**src/rtl/packet_rx_buffer.sv**
```systemverilog
// packet_rx_buffer: store-and-forward packet buffer that forwards only complete, well-formed packets.
// Define PACKET_RX_BUFFER_STATS_EN to add saturating drop_count/pkt_count outputs.
module packet_rx_buffer #(
  parameter int DEPTH = 64,
  parameter int WIDTH = 32
) (
  input  logic             clk,
  input  logic             rst,
  input  logic             valid_rx,
  output logic             ready_rx,
  input  logic             first_rx,
  input  logic             last_rx,
  input  logic [WIDTH-1:0] payload_rx,
  output logic             valid_tx,
  input  logic             ready_tx,
  output logic             first_tx,
  output logic             last_tx,
  output logic [WIDTH-1:0] payload_tx,
  output logic             drop_pulse
`ifdef PACKET_RX_BUFFER_STATS_EN
  ,
  output logic [15:0]      drop_count,
  output logic [15:0]      pkt_count
`endif
);
  localparam int AW = $clog2(DEPTH);
  localparam logic [AW:0] ONE = (AW+1)'(1);
  localparam logic [AW:0] FULL_LVL = (AW+1)'(DEPTH);
  typedef enum logic [1:0] {IDLE, RECV, DROP} state_t;
  state_t state, state_nx;
  logic [WIDTH+1:0] mem [DEPTH];
  logic [AW:0] wr_ptr, commit_ptr, rd_ptr, fe_ptr, base, wr_nx, commit_nx;
  logic full, ovf, acc, rewind, we, drop_evt, load, pop;
  // rd_ptr advances only when downstream takes the word, so the output register never frees a slot early
  always_comb begin
    full = (wr_ptr - rd_ptr) == FULL_LVL;
    ovf = state == RECV && full && rd_ptr == commit_ptr;
    ready_rx = ovf || state == DROP || !full;
    acc = valid_rx && ready_rx;
    rewind = ovf || (acc && first_rx && state == RECV);
    we = acc && (first_rx || (state == RECV && !ovf));
    base = rewind ? commit_ptr : wr_ptr;
    wr_nx = we ? base + ONE : base;
    commit_nx = (we && last_rx) ? wr_nx : commit_ptr;
    drop_evt = rewind || (acc && !first_rx && state == IDLE);
    state_nx = we ? (last_rx ? IDLE : RECV) :
               ovf ? ((acc && last_rx) ? IDLE : DROP) :
               (state == DROP && acc && last_rx) ? IDLE : state;
    pop = valid_tx && ready_tx;
    load = (!valid_tx || ready_tx) && fe_ptr != commit_ptr;
  end
  always_ff @(posedge clk) begin
    if (we) mem[base[AW-1:0]] <= {first_rx, last_rx, payload_rx};
  end
  always_ff @(posedge clk or posedge rst) begin
    if (rst) begin
      state <= IDLE;
      wr_ptr <= '0;
      commit_ptr <= '0;
      rd_ptr <= '0;
      fe_ptr <= '0;
      drop_pulse <= 1'b0;
      valid_tx <= 1'b0;
      first_tx <= 1'b0;
      last_tx <= 1'b0;
      payload_tx <= '0;
    end else begin
      state <= state_nx;
      wr_ptr <= wr_nx;
      commit_ptr <= commit_nx;
      drop_pulse <= drop_evt;
      if (pop) rd_ptr <= rd_ptr + ONE;
      if (load) begin
        {first_tx, last_tx, payload_tx} <= mem[fe_ptr[AW-1:0]];
        fe_ptr <= fe_ptr + ONE;
      end
      valid_tx <= load || (valid_tx && !ready_tx);
    end
  end
`ifdef PACKET_RX_BUFFER_STATS_EN
  always_ff @(posedge clk or posedge rst) begin
    if (rst) begin
      drop_count <= '0;
      pkt_count <= '0;
    end else begin
      if (drop_evt && !(&drop_count)) drop_count <= drop_count + 16'd1;
      if (we && last_rx && !(&pkt_count)) pkt_count <= pkt_count + 16'd1;
    end
  end
`endif
endmodule

```
**config.mk**
```make
export PLATFORM = sky130hd
export DESIGN_NAME = packet_rx_buffer
export DESIGN_NICKNAME = d
export VERILOG_FILES = /design/src/rtl/packet_rx_buffer.sv
export SDC_FILE = /design/constraint.sdc
export NUM_CORES = 2
export LEC_CHECK = 0
export ABC_AREA = 1
export CAP_MARGIN = 10
export CORE_UTILIZATION = 60
export DETAILED_ROUTE_END_ITERATION = 10
export PLACE_DENSITY = 0.76
export SYNTH_ARGS = -nofsm -noshare
export SYNTH_HDL_FRONTEND = slang
export SYNTH_SLANG_ARGS = --single-unit
```
**constraint.sdc**
```tcl
create_clock -name clk -period 14.97 [get_ports clk]
set_input_delay 3.7425 -clock clk [delete_from_list [all_inputs] [get_ports clk]]
set_output_delay 3.7425 -clock clk [all_outputs]
set_load 0.1 [all_outputs]
```
==> reports/qor.csv <==
stage;metric;value;unit
critical_path;crit_type;input port to register;
timing;fin_ws;7.72;ns
floorplan;die_y;384;µm
synth;syn_inst;6482;
synth;async_flop_share;0.0294;
place;place_hpwl;131000;µm
clocking;cts_tree;done;
synth;ys_seq_area_frac;0.766;
global_routing;grt_pass1_vias;53300;
floorplan;start_util;0.607;
global_routing;busiest_layer;met2;
routing;avgViaCountPerCell;6.67;
place;placed_cell_area;90100;µm²
power_and_ir_drop;p_per_area;197;nW/µm²
synth;synth_warnings;0;
layout;seqCellArea;67000;µm²
global_routing;grt_pass1_wl;348000;µm
critical_path;rr_startpoint;fe_ptr[0]$_DFFE_PP0P_;
layout;fillers;9463;
place;dpl_worst_slack;7.03;ns
timing;slew_headroom;0.122;
clocking;clockBufferDepth;3;
clocking;clock-sinks;2242;
clocking;cts-root-buf;clkbuf_16;
timing;worst_slew_pin_slew;1.31;ns
layout;final_net_count;6479;
layout;layout_common_cells;edfxtp_1 (2,176), nor2_1 (1,174), o21ai_0 (1,121);
synth;ys.flop_type;edfxtp_1;
global_routing;overflow;0;
timing;fin_crit_sh;0.484;
critical_path;crit_buf_inv;2;
power_and_ir_drop;power.internal;11.6;mW
power_and_ir_drop;ir_drop;186;µV
synth;avgSynthCellArea;13.5;µm²
timing;min_period;7.25;ns
floorplan;die_w;384;µm
power_and_ir_drop;comb_power_share;0.338;
clocking;postCtsHoldBufs;0;
power_and_ir_drop;clockPowerShare;0.271;
global_routing;grtUsageMet2;0.476;
clocking;cts-buffers-inserted;209;
timing;whs;0.551;ns
hold_path;hold_end;rd_ptr[3]$_DFFE_PP0P_;
critical_path;path_max_fanout;34;
global_routing;antenna_found_initial;3;
synth;synthesis.nets;6529;
synth;synth-edff-count;2176;
critical_path;ff2ff_path_depth;10;
floorplan;coreArea;144000;µm²
power_and_ir_drop;power_leakage;30.6;nW
synth;synthDistinctLibCells;46;
clocking;clk_pin_slew;0.06;ns
hold_path;holdCritPathClass;register to register;
layout;final_common_cell;edfxtp_1;
status;outcome;completed;
layout;multi_input_area;18900;µm²
timing;finalMaxSlewViolations;0;
routing;detail_route.wl_per_cell;28.0;µm
timing;max_freq;138;MHz
critical_path;crit_family;simple AND/OR/NAND/NOR gates;
floorplan;fp-row-count;139;
layout;stdcell_area;96800;µm²
place;io_buffers;74;
floorplan;ios;75;
power_and_ir_drop;p_sw_frac;0.392;
layout;drive_gt1_frac;0.0871;
timing;tns;0;ns
clocking;postCtsSetupRepairBufs;0;
critical_path;required;15.42;ns
routing;wirelength;239000;µm
timing;skew;0.0307;ns
power_and_ir_drop;power_frac_seq;0.390;
global_routing;grt_usage;0.323;
critical_path;cp.arrival;7.70;ns
routing;vias;56800;
hold_path;holdPathStages;2;
floorplan;dieArea;147000;µm²
critical_path;path_common_cell;nand2_1;
clocking;clkLatencyLatePin;0.86;ns
layout;area_growth;10.7;%
power_and_ir_drop;switching_power;7.47;mW
critical_path;setup.worst_path.start_class;input port;
timing;hold_viol_final;0;
routing;drt-pass1-iter-count;6;
critical_path;crit_chain;buf_2 -> inv_1 -> nor3_1 -> nand3_4 -> nand2_2 -> nand2_1 -> nand2_1 -> nand3_1 -> nor2_4;
synth;netlist_area;87400;µm²
routing;drc;0;
critical_path;reg2reg_slack;9.27;ns
timing;rsz0062_at_grt;false;
critical_path;max_stage_delay;1.22;ns
critical_path;r2r-end;payload_tx[20]$_DFFE_PP0P_;
critical_path;cpMaxStageDelayCell;nor2_4;
critical_path;crit_path_end_kind;register;
hold_path;worstHoldStart;rd_ptr[3]$_DFFE_PP0P_;
routing;initialDrtViolationCount;9162;
global_routing;grt_max_degree;187;
clocking;cts_max_level;4;
run;max-cap-violations;0;
clocking;post_cts_resized;0;
place;routabilityCongestion;0.898;
global_routing;met3_usage;0.0696;
synth;ys_ff_latch;2242;
routing;final_antenna_net_count;0;
global_routing;use_met1;0.464;
timing;finalSetupViolCount;0;
==> layout make-up <==
cell class | instances | area share
Multi-Input combinational cell | 3722 | 0.195
Inverter | 55 | 0.00244
Timing Repair Buffer | 202 | 0.0166
Clock inverter | 140 | 0.0129
Antenna cell | 1 | 0.0000259
Clock buffer | 252 | 0.0557
Sequential cell | 2242 | 0.692
Tap cell | 1903 | 0.0246
==> Yosys cell counts (all sizes together), types with 57 or more instances <==
library cell  instances  area share
a21oi                89      0.0051
o211ai               57      0.0049
nand3               225       0.013
nor2               1237       0.053
nand2               327       0.014
edfxtp             2176        0.75
dfrtp                66       0.019
o21ai              1126       0.065
o221ai              201       0.020
clkbuf              382       0.016
o22ai               340       0.024
buf                  81      0.0045
==> cells by family (layout without fill, tap and decap cells) <==
family	count (synthesis)	after routing	synth area share
other	0	1	0
AOI/OAI and AO/OA	1876	1876	0.124
and+or+nand+nor	1818	1818	0.0832
buffers and inverters	518	649	0.0233
adders and majority gates	9	9	0.00129
xor gates and xnor gates	19	19	0.00190
DFF	2242	2242	0.766
==> power by group through the flow <==
stage               registers (mW)  clock network [mW]  logic, mW
finish                        7.44                5.17       6.45
global route                  7.45                5.42       6.84
CTS                           7.43                5.18       6.30
detailed placement            7.56                   0       6.26
global placement              7.55                   0       6.10
floorplan                     7.73                   0       3.69
==> per-layer routing <==
layer | vias to the layer above | share of wire
met1 | 27800 | 0.37
met4 | 6 | 0.049
li1 | 24300 | -
met2 | 4099 | 0.45
met5 | - | 0.00017
met3 | 552 | 0.13
==> flip-flops by register name, indices dropped and copies added, names as in the netlist <==
signal	count
mem	2176
payload_tx	32
commit_ptr	7
fe_ptr	7
rd_ptr	7
wr_ptr	7
state	2
drop_pulse	1
first_tx	1
last_tx	1
valid_tx	1
==> stage by stage <==
| stage | utilization | std cells | total power, mW |
|---|---|---|---|
| after floorplan | - | 6482 | 11.4 |
| after global placement | 0.625 | 8122 | 13.7 |
| after detailed placement | 0.625 | 8122 | 13.8 |
| after CTS | 0.671 | 8514 | 18.9 |
| after global routing | 0.671 | 8516 | 19.7 |
| final | 0.671 | 8517 | 19.1 |
==> worst register-to-register path, cell delays in order (launching register included) <==
cell      delay, ns
dfrtp_4        0.90
buf_12         0.56
buf_4          0.97
buf_4          0.79
buf_4          0.84
o21ai_0        0.29
o22ai_1        0.19
nand2_1        0.10
o211ai_1       0.32
o21ai_0        0.42
a31oi_1        0.24
==> worst max path at each step <==
stage,startpoint,to,cells past startpoint
after floorplan,first_rx,mem[26][0]$_DFFE_PP_,10
after global placement,first_rx,mem[46][24]$_DFFE_PP_,9
after detailed placement,first_rx,mem[46][24]$_DFFE_PP_,9
after CTS,wr_ptr[4]$_DFF_PP0_,ready_rx,8
after global routing,rd_ptr[4]$_DFFE_PP0P_,ready_rx,9
final,first_rx,mem[22][14]$_DFFE_PP_,9
Note: power is estimated with default switching activity, not from simulation.
